==> src/rtl/mxu_pkg.sv <==
// Shared definitions for the systolic matmul tile sequencer.
// Opcode constants, instruction field positions, the sequencer state
// encoding and the default tile dimensions.
package mxu_pkg;

    // Default tile geometry
    localparam int MXU_SIZE       = 4;
    localparam int MXU_DATA_WIDTH = 8;
    localparam int MXU_IDX_W      = 2;

    // Opcodes in instruction[15:14]
    localparam logic [1:0] OP_NOP     = 2'b00;
    localparam logic [1:0] OP_LOAD    = 2'b01;
    localparam logic [1:0] OP_COMPUTE = 2'b10;
    localparam logic [1:0] OP_READ    = 2'b11;

    // Instruction field bit positions (low bit of each field)
    localparam int F_OP_LO   = 14;
    localparam int F_TARGET  = 13;
    localparam int F_LINE_LO = 11;
    localparam int F_ELEM_LO = 9;
    localparam int F_ROW_LO  = 11;
    localparam int F_COL_LO  = 9;
    localparam int F_DATA_LO = 0;

    // Compute sequence states
    typedef enum logic [1:0] {
        ST_IDLE  = 2'b00,
        ST_CLEAR = 2'b01,
        ST_FEED  = 2'b10,
        ST_DRAIN = 2'b11
    } seq_state_e;

    // True for opcodes that are refused while a sequence is running
    function automatic logic op_is_exclusive(input logic [1:0] op);
        return (op == OP_LOAD) || (op == OP_COMPUTE);
    endfunction

endpackage

==> src/rtl/mxu_instr_decode.sv <==
// Instruction field extraction and COMPUTE start detection.
// Purely combinational; the previous opcode and busy state are supplied
// by the sequencer, which owns all registers.
module mxu_instr_decode
    import mxu_pkg::*;
#(
    parameter int DATA_WIDTH = MXU_DATA_WIDTH,
    parameter int IDX_W      = MXU_IDX_W
) (
    input  logic [15:0]           instruction,
    input  logic [1:0]            prev_opcode,
    input  logic                  busy,
    output logic [1:0]            opcode,
    output logic                  load_a,
    output logic                  load_b,
    output logic                  compute_start,
    output logic                  read_sel,
    output logic                  drop,
    output logic [IDX_W-1:0]      line,
    output logic [IDX_W-1:0]      elem,
    output logic [IDX_W-1:0]      row,
    output logic [IDX_W-1:0]      col,
    output logic [DATA_WIDTH-1:0] data
);

    // Bit 8 carries no meaning in any opcode
    logic unused_bit_s;

    assign opcode       = instruction[F_OP_LO +: 2];
    assign line         = instruction[F_LINE_LO +: IDX_W];
    assign elem         = instruction[F_ELEM_LO +: IDX_W];
    assign row          = instruction[F_ROW_LO +: IDX_W];
    assign col          = instruction[F_COL_LO +: IDX_W];
    assign data         = instruction[F_DATA_LO +: DATA_WIDTH];
    assign unused_bit_s = instruction[8];

    // Classify the opcode; LOAD/COMPUTE while busy become a drop request
    always_comb begin
        load_a        = 1'b0;
        load_b        = 1'b0;
        compute_start = 1'b0;
        read_sel      = 1'b0;
        drop          = 1'b0;
        case (opcode)
            OP_LOAD: begin
                if (busy) begin
                    drop = 1'b1;
                end else begin
                    load_a = ~instruction[F_TARGET];
                    load_b = instruction[F_TARGET];
                end
            end
            OP_COMPUTE: begin
                if (busy) begin
                    drop = 1'b1;
                end else begin
                    // Only a rising COMPUTE starts a sequence
                    compute_start = (prev_opcode != OP_COMPUTE);
                end
            end
            OP_READ: begin
                read_sel = 1'b1;
            end
            default: begin
                read_sel = 1'b0;
            end
        endcase
    end

endmodule

==> src/rtl/mxu_sequencer.sv <==
// Instruction decoder and compute sequencer for the 4x4 systolic tile.
// Decodes LOAD/READ/COMPUTE, issues operand memory write strobes and
// runs the CLEAR -> FEED -> DRAIN compute sequence. All outputs are
// registered.
// Build option: define SEQ_PERF_EN to enable the completed-COMPUTE
// counter on perf_count; otherwise perf_count is tied to zero.
module mxu_sequencer
    import mxu_pkg::*;
#(
    parameter int SIZE       = MXU_SIZE,
    parameter int DATA_WIDTH = MXU_DATA_WIDTH,
    parameter int IDX_W      = MXU_IDX_W
) (
    input  logic                  clk,
    input  logic                  rst_n,
    input  logic [15:0]           instruction,
    output logic                  array_write_enable,
    output logic                  array_clear,
    output logic [IDX_W-1:0]      array_output_row,
    output logic [IDX_W-1:0]      array_output_col,
    output logic [DATA_WIDTH-1:0] mema_data_in,
    output logic [DATA_WIDTH-1:0] memb_data_in,
    output logic                  mema_write_enable,
    output logic                  memb_write_enable,
    output logic [IDX_W-1:0]      mema_write_line,
    output logic [IDX_W-1:0]      memb_write_line,
    output logic [IDX_W-1:0]      mema_write_elem,
    output logic [IDX_W-1:0]      memb_write_elem,
    output logic                  mema_read_enable,
    output logic                  memb_read_enable,
    output logic [IDX_W-1:0]      mema_read_elem,
    output logic [IDX_W-1:0]      memb_read_elem,
    output logic                  busy,
    output logic                  done,
    output logic                  err,
    output logic [15:0]           perf_count
);

    localparam int STEP_W = $clog2(3 * SIZE);
    // Step runs 0..SIZE-1 in FEED then continues to 3*SIZE-3 in DRAIN
    localparam logic [STEP_W-1:0] FEED_LAST  = STEP_W'(SIZE - 1);
    localparam logic [STEP_W-1:0] DRAIN_LAST = STEP_W'(3 * SIZE - 3);

    // Decoder outputs
    logic [1:0]            opcode_s;
    logic                  load_a_s;
    logic                  load_b_s;
    logic                  start_s;
    logic                  read_sel_s;
    logic                  drop_s;
    logic [IDX_W-1:0]      line_s;
    logic [IDX_W-1:0]      elem_s;
    logic [IDX_W-1:0]      row_s;
    logic [IDX_W-1:0]      col_s;
    logic [DATA_WIDTH-1:0] data_s;

    // State and output registers
    seq_state_e            state_r;
    logic [STEP_W-1:0]     step_r;
    logic [1:0]            prev_op_r;
    logic                  clear_r;
    logic                  awe_r;
    logic                  rd_en_r;
    logic [IDX_W-1:0]      rd_elem_r;
    logic                  busy_r;
    logic                  done_r;
    logic                  err_r;
    logic [IDX_W-1:0]      row_r;
    logic [IDX_W-1:0]      col_r;
    logic                  wea_r;
    logic                  web_r;
    logic [IDX_W-1:0]      line_a_r;
    logic [IDX_W-1:0]      line_b_r;
    logic [IDX_W-1:0]      elem_a_r;
    logic [IDX_W-1:0]      elem_b_r;
    logic [DATA_WIDTH-1:0] data_a_r;
    logic [DATA_WIDTH-1:0] data_b_r;
    logic                  seq_last_s;

    mxu_instr_decode #(
        .DATA_WIDTH (DATA_WIDTH),
        .IDX_W      (IDX_W)
    ) u_decode (
        .instruction   (instruction),
        .prev_opcode   (prev_op_r),
        .busy          (busy_r),
        .opcode        (opcode_s),
        .load_a        (load_a_s),
        .load_b        (load_b_s),
        .compute_start (start_s),
        .read_sel      (read_sel_s),
        .drop          (drop_s),
        .line          (line_s),
        .elem          (elem_s),
        .row           (row_s),
        .col           (col_s),
        .data          (data_s)
    );

    // Final DRAIN cycle: sequence completes at the next edge
    assign seq_last_s = (state_r == ST_DRAIN) && (step_r == DRAIN_LAST);

    // Remember the last sampled opcode for COMPUTE edge detection
    always_ff @(posedge clk or negedge rst_n) begin
        if (!rst_n) begin
            prev_op_r <= OP_NOP;
        end else begin
            prev_op_r <= opcode_s;
        end
    end

    // Compute sequence FSM with its step counter and timed outputs
    always_ff @(posedge clk or negedge rst_n) begin
        if (!rst_n) begin
            state_r   <= ST_IDLE;
            step_r    <= '0;
            clear_r   <= 1'b0;
            awe_r     <= 1'b0;
            rd_en_r   <= 1'b0;
            rd_elem_r <= '0;
            busy_r    <= 1'b0;
            done_r    <= 1'b0;
        end else begin
            clear_r <= 1'b0;
            done_r  <= 1'b0;
            case (state_r)
                ST_IDLE: begin
                    step_r    <= '0;
                    awe_r     <= 1'b0;
                    rd_en_r   <= 1'b0;
                    rd_elem_r <= '0;
                    if (start_s) begin
                        state_r <= ST_CLEAR;
                        clear_r <= 1'b1;
                        busy_r  <= 1'b1;
                    end else begin
                        state_r <= ST_IDLE;
                        busy_r  <= 1'b0;
                    end
                end
                ST_CLEAR: begin
                    state_r   <= ST_FEED;
                    step_r    <= '0;
                    awe_r     <= 1'b1;
                    rd_en_r   <= 1'b1;
                    rd_elem_r <= '0;
                    busy_r    <= 1'b1;
                end
                ST_FEED: begin
                    step_r <= step_r + STEP_W'(1);
                    if (step_r == FEED_LAST) begin
                        state_r   <= ST_DRAIN;
                        rd_en_r   <= 1'b0;
                        rd_elem_r <= '0;
                    end else begin
                        state_r   <= ST_FEED;
                        rd_en_r   <= 1'b1;
                        rd_elem_r <= IDX_W'(step_r + STEP_W'(1));
                    end
                end
                ST_DRAIN: begin
                    if (seq_last_s) begin
                        state_r <= ST_IDLE;
                        step_r  <= '0;
                        awe_r   <= 1'b0;
                        busy_r  <= 1'b0;
                        done_r  <= 1'b1;
                    end else begin
                        state_r <= ST_DRAIN;
                        step_r  <= step_r + STEP_W'(1);
                    end
                end
                default: begin
                    state_r   <= ST_IDLE;
                    step_r    <= '0;
                    awe_r     <= 1'b0;
                    rd_en_r   <= 1'b0;
                    rd_elem_r <= '0;
                    busy_r    <= 1'b0;
                end
            endcase
        end
    end

    // Sticky error: LOAD or COMPUTE arrived while a sequence was running
    always_ff @(posedge clk or negedge rst_n) begin
        if (!rst_n) begin
            err_r <= 1'b0;
        end else if (drop_s && op_is_exclusive(opcode_s)) begin
            err_r <= 1'b1;
        end else begin
            err_r <= err_r;
        end
    end

    // Memory A/B write strobes with line, element and data held alongside
    always_ff @(posedge clk or negedge rst_n) begin
        if (!rst_n) begin
            wea_r    <= 1'b0;
            web_r    <= 1'b0;
            line_a_r <= '0;
            line_b_r <= '0;
            elem_a_r <= '0;
            elem_b_r <= '0;
            data_a_r <= '0;
            data_b_r <= '0;
        end else begin
            wea_r <= load_a_s;
            web_r <= load_b_s;
            if (load_a_s) begin
                line_a_r <= line_s;
                elem_a_r <= elem_s;
                data_a_r <= data_s;
            end else begin
                line_a_r <= line_a_r;
                elem_a_r <= elem_a_r;
                data_a_r <= data_a_r;
            end
            if (load_b_s) begin
                line_b_r <= line_s;
                elem_b_r <= elem_s;
                data_b_r <= data_s;
            end else begin
                line_b_r <= line_b_r;
                elem_b_r <= elem_b_r;
                data_b_r <= data_b_r;
            end
        end
    end

    // Result readout select, updated by READ even during a sequence
    always_ff @(posedge clk or negedge rst_n) begin
        if (!rst_n) begin
            row_r <= '0;
            col_r <= '0;
        end else if (read_sel_s) begin
            row_r <= row_s;
            col_r <= col_s;
        end else begin
            row_r <= row_r;
            col_r <= col_r;
        end
    end

`ifdef SEQ_PERF_EN
    logic [15:0] perf_r;

    // Count completed sequences; wraps naturally at 16 bits
    always_ff @(posedge clk or negedge rst_n) begin
        if (!rst_n) begin
            perf_r <= 16'h0000;
        end else if (seq_last_s) begin
            perf_r <= perf_r + 16'h0001;
        end else begin
            perf_r <= perf_r;
        end
    end

    assign perf_count = perf_r;
`else
    assign perf_count = 16'h0000;
`endif

    assign array_write_enable = awe_r;
    assign array_clear        = clear_r;
    assign array_output_row   = row_r;
    assign array_output_col   = col_r;
    assign mema_data_in       = data_a_r;
    assign memb_data_in       = data_b_r;
    assign mema_write_enable  = wea_r;
    assign memb_write_enable  = web_r;
    assign mema_write_line    = line_a_r;
    assign memb_write_line    = line_b_r;
    assign mema_write_elem    = elem_a_r;
    assign memb_write_elem    = elem_b_r;
    assign mema_read_enable   = rd_en_r;
    assign memb_read_enable   = rd_en_r;
    assign mema_read_elem     = rd_elem_r;
    assign memb_read_elem     = rd_elem_r;
    assign busy               = busy_r;
    assign done               = done_r;
    assign err                = err_r;

endmodule
==> config.mk <==
export PLATFORM = sky130hd
export DESIGN_NAME = mxu_sequencer
export DESIGN_NICKNAME = d
export VERILOG_FILES = /design/src/rtl/mxu_pkg.sv /design/src/rtl/mxu_instr_decode.sv /design/src/rtl/mxu_sequencer.sv
export SDC_FILE = /design/constraint.sdc
export NUM_CORES = 1
export LEC_CHECK = 0
export CORE_ASPECT_RATIO = 1.2
export CORE_MARGIN = 5
export CORE_UTILIZATION = 44
export DETAILED_ROUTE_END_ITERATION = 10
export GPL_TIMING_DRIVEN = 0
export PLACE_DENSITY = 0.78
export SETUP_SLACK_MARGIN = 0.2
export SYNTH_ARGS = -nofsm -noshare
export SYNTH_HDL_FRONTEND = slang
export SYNTH_SLANG_ARGS = --single-unit
==> constraint.sdc <==
create_clock -name clk -period 1.6 [get_ports clk]
set_input_delay 0.16 -clock clk [delete_from_list [all_inputs] [get_ports clk]]
set_output_delay 0.16 -clock clk [all_outputs]
set_load 0.03 [all_outputs]
## Word level (Yosys, flattened, before mapping)

Index checks and enable logic that the tools add are counted.
Widths: inputs -> output; s select.

- Multiplexer cells: 26
- Bitwise operators: 1
- Eq/ne operators: 10
- Reductions and logical operators: 10
- Add/subtract/negate cells: 1

Operator list:

| cell | number |
|---|---|
| $mux 1 | 17 |
| $pmux 4 s3 | 1 |
| $pmux 1 s3 | 3 |
| $eq 2x2->1 const B | 4 |
| $pmux 2 s4 | 1 |
| $reduce_bool 3->1 | 2 |
| $add 4x1->4 const B | 1 |
| $eq 2x1->1 const B | 2 |
| $eq 4x2->1 const B | 1 |
| $eq 4x4->1 const B | 1 |
| $mux 2 | 2 |
| $mux 4 | 1 |
| $ne 2x2->1 const B | 2 |
| $pmux 2 s2 | 1 |
| $reduce_or 2->1 | 2 |
| $logic_and 1x1->1 | 2 |
| $logic_not 2->1 | 1 |
| $reduce_and 2->1 | 1 |
| $reduce_bool 2->1 | 1 |
| $logic_or 1x1->1 | 1 |
| $not 1->1 | 1 |

- Output and inout port bits: 57
- Bits in registers: 46
- Input port bits: 18
- Logic and storage cells: 68

## Logic depth before layout (Yosys ltp)

- Depth in word-level cells: 5
- Gate-level depth with buffers: 5
- Depth with buffers taken out: 5

## Modules after synthesis

From an unflattened synthesis, not the netlist that was laid out.

- Cell total of the unflattened synthesis: 167
- Area total of the unflattened synthesis: 2179.6 sq um

By module, submodules not included:

| module | sequential area each (sq um) | times used | area an instance (sq um) | cells an instance |
|---|---|---|---|---|
| mxu_sequencer | 1151.1 | 1 | 1950.6 | 139 |
| mxu_instr_decode | 0.0 | 1 | 229.0 | 28 |

## Least setup slack after synthesis

OpenSTA, ideal clock, no wires.

- Path kind: register -> register
- From: reg busy_r, in the netlist busy
- To: reg data_a_r[0], in the netlist mema_data_in[0]
- Required time: 1.475 ns
- Cell stages (with the launch flop): 4
- Period minus slack after synthesis: 1.430 ns
- Arrival: 1.305 ns
- Buffers on the path: 1
- Setup time: 0.125 ns
- Setup slack: 0.170 ns
- Path through: dfrtp_1 > nor3b_4 > buf_6 > mux2_2

- Cells in the longest elaborated chain, start to end: 2

Ends and longest elaborated chain:

| element | line | source |
|---|---|---|
| start: declaration | mxu_sequencer.sv:65 | `logic busy_r;` |
| start signal: assignment | mxu_sequencer.sv:121 | `busy_r <= 1'b0;` |
| start signal: assignment | mxu_sequencer.sv:135 | `busy_r <= 1'b1;` |
| start signal: assignment | mxu_sequencer.sv:138 | `busy_r <= 1'b0;` |
| $mux 1 | mxu_instr_decode.sv:46 | `if (busy) begin` |
| $mux 1 | mxu_instr_decode.sv:44 | `case (opcode)` |
| net load_a_s | mxu_sequencer.sv:46 | `logic load_a_s;` |
| end signal: assignment | mxu_sequencer.sv:213 | `data_a_r <= data_s;` |
| end signal: assignment | mxu_sequencer.sv:217 | `data_a_r <= data_a_r;` |
| end: declaration | mxu_sequencer.sv:76 | `logic [DATA_WIDTH-1:0] data_a_r;` |

The timed path passes the listed nets, and every way through them passes these cells.
A chain may end at the register's enable or synchronous reset.

## Final worst setup path

- From: reg step_r[0]
- To: reg rd_en_r, in the netlist mema_read_enable

- Cells in the longest elaborated chain, start to end: 3

Ends and longest elaborated chain:

| element | line | source |
|---|---|---|
| start: declaration | mxu_sequencer.sv:59 | `logic [STEP_W-1:0] step_r;` |
| start signal: assignment | mxu_sequencer.sv:150 | `step_r <= step_r + STEP_W'(1);` |
| start signal: assignment | mxu_sequencer.sv:170 | `step_r <= step_r + STEP_W'(1);` |
| $eq 4x2->1 | mxu_sequencer.sv:151 | `if (step_r == FEED_LAST) begin` |
| $mux 1 | mxu_sequencer.sv:151 |  |
| $pmux 1 s3 | mxu_sequencer.sv:126 | `case (state_r)` |
| end signal: assignment | mxu_sequencer.sv:130 | `rd_en_r <= 1'b0;` |
| end signal: assignment | mxu_sequencer.sv:153 | `rd_en_r <= 1'b0;` |
| end signal: assignment | mxu_sequencer.sv:157 | `rd_en_r <= 1'b1;` |
| end: declaration | mxu_sequencer.sv:63 | `logic rd_en_r;` |

Every way passes these cells.

==> summary.txt <==
Run status
  – Status: finished, final reports clean

Setup path
  – CP Class: register to register
  – Crit end category: register
  – Crit path DAT: 1570 ps
  – Crit path launch: step_r[0]
  – Worst r2r src: step_r[0]
  – Crit path largest cell delay: 430 ps
  – Startpoint Class: register
  – Worst path required time: 1780 ps
  – Critical-path top delay cell: dfrtp_2
  – Critical Path, Cell by Cell: ha_2, or3b_4, a21oi_2, o21ai_0
  – Critical Path Fanout Max: 4

Synth
  – Mapped Avg Cell Area: 13.5 um2
  – Syn Inst Count: 152
  – Area of the mapped netlist: 2050 um2
  – Seq/Total Area, Yosys: 56.0%
  – Register bit total from synthesis: 46
  – Yosys warns: 0
  – Netlist cell types: 30

Clock tree
  – H-tree depth: 2
  – Clock latency on the worst-skew pair: 290 ps
  – Root buf cell: clkbuf_8
  – CTS tree: done
  – Clock Tree Buf Depth: 2
  – Total clock buffers created by CTS: 5
  – Clock sink count: 46
  – Clock Pin Slew Worst Setup and Hold Paths: 80 ps

Placed design
  – PortBufs: 57
  – Gp weighted congestion: 0.801
  – Placed inst area: 2780 um2
  – Pre-CTS setup slack: -319 ps
  – DP Wirelength: 2.84 mm

Drt
  – DRT Pass-1 Iters: 2
  – Routed Antenna Nets: 0
  – DR WL/cell: 13.2 um
  – Drt drc: 0
  – Via-per-instance ratio: 4.45
  – Total wire length: 3.95 mm
  – Total number of vias: 1331
  – Initial DRC count: 68

Global route
  – Antenna violations before repair: 0
  – Largest net degree at the start of global routing: 25
  – Most used routing layer: met2
  – Global Route met3 Usage: 3.91%
  – GRT Util Overall: 13.4%
  – Vias in the first global route: 1334
  – Met2 GRT Util: 21.5%
  – Grt ovf: 0
  – M1 GR Usage: 16.9%
  – First-pass GRT wire length: 6.42 mm

Layout
  – Layout cells sized above 1: 34.0%
  – # diodes: 0
  – Design area: 2930 um2
  – Area delta synth->final: 42.6%
  – Layout Nets: 268
  – Fillers: 386

Power
  – Leakage: 1.48 nW
  – Clock group share of total power: 14.7%
  – Pwr per Cell Area: 1670 nW/um2
  – Maximum vdd ir drop: 948 uV
  – Sequential power share: 36.3%
  – Net Sw Frac: 40.7%
  – Combinational Power Share: 49.0%
  – Net switching power: 1.99 mW
  – Pint: 2.91 mW

Die
  – Die W: 72.4 um
  – Die Y: 84.9 um
  – Core area: 4560 um2
  – Top Ports: 75
  – # rows: 27
  – Starting density of the core: 45.0%
  – Die ar.: 6140 um2

Timing
  – Slew Viols, Final: 0
  – RSZ-0062 raised after global routing: yes
  – Final WS setup: 203 ps
  – Fmax achieved: 716 MHz
  – Final setup vio count: 0
  – Slew @ Worst Pin: 538 ps
  – Min cycle time layout: 1400 ps
  – Final count of hold timing violations: 0
  – Clock skew: 6.38 ps
  – Relative slew margins: 64.1%
  – Tcrit/Tclk final: 87.3%

Hold path
  – Worst Hold Class: input port to register
  – Hold wc startpoint: instruction[14]

Job
  – MaxCap Viol Count: 0
==> final cells by class <==
type | count | area [um2] | share of cell area (%)
sequential | 46 | 1150 | 39.4
inverter | 9 | 33.8 | 1.15
clock inverter | 2 | 12.5 | 0.427
clock buffer | 6 | 82.6 | 2.82
buffer | 22 | 173 | 5.89
tap | 58 | 72.6 | 2.48
timing repair buffer | 66 | 609 | 20.8
multi-input combinational | 90 | 792 | 27.0
==> synthesized netlist by cell type <==
master,number,area [um2]
dfrtp_1,46,1150
mux2_2,29,327
buf_4,20,150
ha_1,10,125
inv_1,8,30.0
nor2_1,6,22.5
nand2_1,5,18.8
a21oi_1,2,10.0
nand2b_1,2,12.5
nand3_1,2,10.0
o21bai_1,2,15.0
o31ai_1,2,15.0
a21o_1,1,7.51
a21oi_4,1,16.3
a22oi_1,1,7.51
a41oi_1,1,8.76
buf_2,1,5.00
buf_6,1,11.3
conb_1,1,3.75
inv_2,1,3.75
mux2i_1,1,10.0
nand3_2,1,10.0
nand3b_1,1,7.51
nand3b_4,1,20.0
nor2b_1,1,6.26
nor3b_4,1,18.8
o21ai_0,1,5.00
or3b_1,1,8.76
xnor2_1,1,8.76
xor2_1,1,8.76
==> cell usage in the layout (no fill, tap or decap), types with 2 or more instances in the layout <==
| cell type | count |
|---|---|
| ha_1 | 5 |
| mux2_2 | 28 |
| dlygate4sd2_1 | 43 |
| nand2_1 | 5 |
| buf_4 | 25 |
| inv_1 | 8 |
| nand3_1 | 2 |
| ha_2 | 4 |
| clkdlybuf4s50_1 | 13 |
| dfrtp_1 | 44 |
| nor2_1 | 6 |
| buf_6 | 4 |
| dfrtp_2 | 2 |
| clkbuf_8 | 6 |
| o21bai_1 | 2 |
| nand2b_1 | 2 |
| conb_1 | 16 |
| o31ai_1 | 2 |
==> layer usage <==
metal  wire (um)  share of wire, %
met3         286               7.2
met1        1590                40
met4          44               1.1
met5           0                 0
met2        2030                51
==> power groups by stage <==
stage          clock network, mW  registers, mW  logic (mW)
2_1_floorplan                  0           2.50       0.837
4_1_cts                    0.750           1.78        2.33
6_report                   0.720           1.78        2.40
3_5_place_dp                   0           1.81        2.52
5_1_grt                    0.808           1.85        2.56
3_3_place_gp                   0           1.80        2.49
==> worst paths after layout <==
kind	endpoint	slack, ps	depth (start not counted)
setup / recovery	mema_read_enable	200	4
hold / removal	prev_op_r[0]	190	1
setup reg to reg	mema_read_enable	200	4
hold reg to reg	err	480	1
max in group asynchronous	busy	720	3
min in group asynchronous	state_r[1]	380	2
==> worst max-delay path: cells and delay by family, from the launching register on <==
kind	cells	cell delay, ps
adder cells (fa/ha/maj)	1	220
flip-flops	1	430
AND/OR/NAND/NOR	1	410
AO/OA/AOI/OAI	2	220
==> flip-flops by register name (all words and copies together), names as in the netlist <==
register,cells
memb_write_line,2
mema_write_line,2
done,1
mema_write_elem,2
err,1
state_r,2
array_output_col,2
mema_read_elem,2
memb_write_enable,1
array_write_enable,1
mema_write_enable,1
array_clear,1
prev_op_r,2
memb_write_elem,2
mema_read_enable,1
mema_data_in,8
array_output_row,2
busy,1
step_r,4
memb_data_in,8
==> kinds of logic (layout without fill, tap and decap cells) <==
kind of cell             Yosys count  after routing  share of synthesized area (%)
AND/OR/NAND/NOR                   21             21                           6.58
XOR/XNOR                           2              2                          0.853
buffers and inverters             31            105                           9.74
AO/OA/AOI/OAI                     11             11                           4.14
other                              1             16                          0.183
flip-flops                        46             46                           56.0
adder cells (fa/ha/maj)           10             10                           6.09
multiplexers                      30             30                           16.4
==> timing repair <==
item                                    in CTS  in global routing
gates resized for setup                     46                 10
buffers inserted                             4                  2
endpoints found under the setup margin      64                  8
pin swaps                                    2                  2
gates cloned                                 1                  0
hold endpoints to repair                    22                  0
hold buffers                                 1                  0
==> stage by stage <==
| stage | hold WS [ps] | power, mW | util (%) | setup TNS [ps] | instances |
|---|---|---|---|---|---|
| after CTS | 176 | 4.86 | 63.1 | 0 | 297 |
| after global placement | 463 | 4.29 | 60.5 | -44640 | 282 |
| after floorplan | -136 | 3.34 | - | 0 | 167 |
| final | 188 | 4.90 | 64.2 | 0 | 299 |
| after detailed placement | 177 | 4.34 | 61.0 | -4820 | 283 |
| after global routing | 185 | 5.22 | 64.2 | 0 | 299 |
(Power assumes the default switching activity.)
==> RTL edit 1: new RTL, config.mk and constraints unchanged <==
The package constant `MXU_DATA_WIDTH` goes from 8 to 12.
--- a/src/rtl/mxu_pkg.sv
+++ b/src/rtl/mxu_pkg.sv
@@ -5,7 +5,7 @@
 
     // Default tile geometry
     localparam int MXU_SIZE       = 4;
-    localparam int MXU_DATA_WIDTH = 8;
+    localparam int MXU_DATA_WIDTH = 12;
     localparam int MXU_IDX_W      = 2;
 
     // Opcodes in instruction[15:14]
Ports: changed (resized mema_data_in and memb_data_in); port bits go from 75 to 83. No check against the original RTL was run, so the function may have changed too.
==> RTL edit 1 against the unedited design <==
  * Sequential cell count up 2
  * Design area increased by 8.8%
  * Routed wire length grew 13%
  * Setup slack gained 5.4 ps
  * Global-route usage grew 0.96 points
  * Power is 13% higher
  * Area after synthesis is 5.9% higher
  * Die area up 5.1%
  * Highest routed layer unchanged
==> RTL edit 1: results (changes against the unedited design) <==
| Metric | Value |
|---|---|
| Largest cells by area after synthesis | `dfrtp_1 (55%), mux2_2 (11%), buf_4 (8.6%)` |
| Worst reg-to-reg path cell count | `5 (+1)` |
| Tot GR Track Use | `14.3% (+0.96 points)` |
| Post-DP HPWL | `3.23 mm (+14%)` |
| Status | `finished clean` |
| Layout area overhead | `46.5%` |
| Layout cells sized above 1 | `32.5% (-1.6 points)` |
| Hold Path Sink | `prev_op_r[1]` |
| First-pass GRT wire length | `7.01 mm (+9.2%)` |
| Post-synthesis compound-gate area fraction | `3.91% (-0.23 points)` |
| Adder-Cell Fraction of Synth Area | `5.75% (-0.34 points)` |
| XOR/XNOR Fraction of Synth Area | `0.805% (-0.048 points)` |
| Fin nets | `292 (+9.0%)` |
| PortBufs | `66 (+16%)` |
| Placer Congestion | `0.727 (-9.3%)` |
| VDD IR max | `1.23 mV (+30%)` |
| TritonRoute pass-1 iters | `3 (+1)` |
| Filler cell count | `414 (+7.3%)` |
| CP Max Fanout | `3 (-1)` |
| Hold Startpoint | `instruction[15]` |
| Switching power | `2310 uW (+16%)` |
| DRT iter0 DRCs | `48 (-29%)` |
| Vias post-DR | `1470 (+10%)` |
| Mux cell area share after synthesis | `16.5% (+0.12 points)` |
| Sequential-to-total area share from yosys stat | `55.2% (-0.83 points)` |
| Leak Pwr | `0.00163 uW (+10%)` |
| R2r startpoint | `step_r[1]` |
| Slowest stage delay, CP | `410 ps (-20 ps)` |
| Placed instance area | `0.00298 sq mm (+7.2%)` |
| Critical Path End | `array_write_enable` |
| Hold Crit Depth | `1 (unchanged)` |
| Combinational power | `2910 uW (+21%)` |
| Clock power frac | `13.2% (-1.5 points)` |
| CP max stage cell | `dfrtp_1` |
[RTL edit 1: cell count changes in the layout (fill, tap and decap cells not counted), sizes merged, moves of 2 or more]
cell,change
buf,+11
clkdlybuf4s15,+3
dfrtp,+2
dlygate4sd2,+5
mux2,+2
[RTL edit 1: cell type report]
cell class                 count  share of cell area, %
timing repair buffer          80                   22.8
tap                           60                   2.35
sequential                    48                   37.7
inverter                       9                   1.06
buffer                        28                   6.95
clock inverter                 1                  0.235
clock buffer                   7                   2.71
multi-input combinational     92                   26.2
[RTL edit 1: timing repair]
action / in CTS / in global routing
buffers inserted: 9 / 2
pin swaps: 3 / 3
hold endpoints to repair: 26 / 0
gates resized for setup: 57 / 17
gates cloned: 1 / 0
hold buffers: 1 / 0
endpoints found under the setup margin: 75 / 29
[RTL edit 1: per-layer routing]
layer	up-vias	global-route usage [%]	wire length, um
met5	-	0	0
met4	0	5.11	64
met3	6	4.73	338
met2	48	24.0	2400
met1	715	17.0	1640
li1	701	-	-
[RTL edit 1: metrics by stage]
step | hold slack, ps | setup slack [ps] | power (uW) | instances
after global routing | 179 | 145 | 5850 | 325
after CTS | 174 | 201 | 5440 | 323
after floorplan | -136 | 212 | 3700 | 177
after global placement | 463 | -1110 | 4860 | 303
after detailed placement | 31.7 | -358 | 4920 | 304
final | 184 | 209 | 5510 | 325
[RTL edit 1: critical path: cells and delay by family, from the launching register on]
family / cells / cell delay [ps]
buf+inv: 1 / 70
compound gates: 1 / 190
simple gates: 1 / 100
fa+ha+maj: 1 / 200
flops: 1 / 410
mux: 1 / 310
==> RTL edit 2: new RTL, same flow settings <==
Without the edit above. Encoding of `seq_state_e`: now one-hot (4 bits for 4 states).
--- a/src/rtl/mxu_pkg.sv
+++ b/src/rtl/mxu_pkg.sv
@@ -24,11 +24,11 @@
     localparam int F_DATA_LO = 0;
 
     // Compute sequence states
-    typedef enum logic [1:0] {
-        ST_IDLE  = 2'b00,
-        ST_CLEAR = 2'b01,
-        ST_FEED  = 2'b10,
-        ST_DRAIN = 2'b11
+    typedef enum logic [3:0] {
+        ST_IDLE  = 4'b0001,
+        ST_CLEAR = 4'b0010,
+        ST_FEED  = 4'b0100,
+        ST_DRAIN = 4'b1000
     } seq_state_e;
 
     // True for opcodes that are refused while a sequence is running
Function: same outputs for any inputs over 10 cycles, from zero or initial values and one cycle with rst_n low; not proved beyond that.
==> RTL edit 2 against the unedited design <==
  * Routed wire length up 7.1%
  * Setup slack better by 8.0 ps
  * First-iteration DRC count down 51%
  * Critical path depth down 1
  * Final cell count down 1.3%
  * Design area up 0.68%
  * Count of clock-buffer cells in the layout up 2
  * Area after synthesis down 1.0%
  * Highest routed layer unchanged
  * Worst hold slack worse by 11 ps
  * Sequential cell count up 2
Power is not compared: it rests on default switching activity, and its combinational part moved more than twofold at a synthesized area within 25%.
==> RTL edit 2: results (changes against the unedited design) <==
| Metric | Value |
|---|---|
| Clock buf count | `8 (+2)` |
| Final non-clock buffer share | `27.5% (+0.79 points)` |
| DRT iter0 DRCs | `33 (-51%)` |
| Sequential share of cell area | `40.8% (+1.4 points)` |
| Fraction of area in multi-input gates | `25.3% (-1.8 points)` |
| Tot GR Track Use | `14.6% (+1.2 points)` |
| Met3 routed WL | `361 um (+26%)` |
| Worst reg-to-reg path cell count | `3 (-1)` |
| Largest net degree at the start of global routing | `35 (+40%)` |
| Met2 Wirelength | `2.20 mm (+8.6%)` |
| Post-synth top cells | `dfrtp_1 (47), mux2_2 (28), buf_4 (20)` |
| CP max stage cell | `dfrtp_1` |
| Critical Path End | `mema_read_enable` |
| Fin nets | `259 (-3.4%)` |
| GR Util met1 | `16.6% (-0.24 points)` |
| Root buffer cell | `clkbuf_8` |
| WL met1 | `1.59 mm (+0.32%)` |
| Multi-input gates | `84 (-6.7%)` |
| Non-clock inverter count | `7 (-2)` |
| Pre-CTS setup slack | `-359 ps (-39.9 ps)` |
| Slowest stage delay, CP | `400 ps (-30 ps)` |
| Layout cells sized above 1 | `33.8% (-0.27 points)` |
| Signal buffers | `90 (+2.3%)` |
| Placed instance area | `0.00276 sq mm (-1.0%)` |
| Sequential-to-total area share from yosys stat | `59.1% (+3.1 points)` |
| Largest cells by area after synthesis | `dfrtp_1 (58%), mux2_2 (16%), buf_4 (7.4%)` |
| Status | `finished clean` |
| Placed Cells | `276 (-2.5%)` |
| Routed wire length | `4.23 mm (+7.1%)` |
| Post-route cell area | `0.00295 sq mm (+0.68%)` |
| Tcrit/Tclk final | `86.8% (-0.50 points)` |
| Filler cell count | `383 (-0.78%)` |
| HP Class | `input port to flop` |
| Worst hold slack | `177 ps (-10.6 ps)` |
| # resized after CTS | `54 (+17%)` |
| Avg Inst Size Synth | `14.0 sq um (+3.7%)` |
| Grt met2 use | `24.0% (+2.5 points)` |
| Non-filler cells, final | `295 (-1.3%)` |
| Post-DP HPWL | `3.02 mm (+6.6%)` |
| Placer Congestion | `0.717 (-11%)` |
| Synth unique cells | `29 (-3.3%)` |
| GRT met3 Usage | `6.23% (+2.3 points)` |
| Core area | `0.00453 sq mm (-0.74%)` |
| Vias post-DR | `1356 (+1.9%)` |
| CP Max Fanout | `3 (-1)` |
-- RTL edit 2: cells by family after synthesis --
group | after synthesis | synth area share (%)
XOR/XNOR | 2 | 0.862
other | 1 | 0.184
multiplexers | 29 | 16.0
AO/OA/AOI/OAI | 8 | 2.95
AND/OR/NAND/NOR | 24 | 8.86
flip-flops | 48 | 59.1
buffers and inverters | 28 | 8.92
adder cells (fa/ha/maj) | 5 | 3.08
-- RTL edit 2: power groups by stage --
| stage | Clock [uW] | Combinational, uW | Sequential [uW] |
|---|---|---|---|
| after floorplan | 0 | 261 | 1830 |
| after CTS | 765 | 960 | 1480 |
| after global placement | 0 | 1040 | 1500 |
| after global routing | 808 | 1010 | 1510 |
| after detailed placement | 0 | 1060 | 1510 |
| final | 733 | 950 | 1470 |
-- RTL edit 2: worst max-delay path, delay by kind of cell, from the launching register on --
kind,cells,cell delay (ps)
flip-flops,1,400
AND/OR/NAND/NOR,1,380
AO/OA/AOI/OAI,1,300
adder cells (fa/ha/maj),1,200
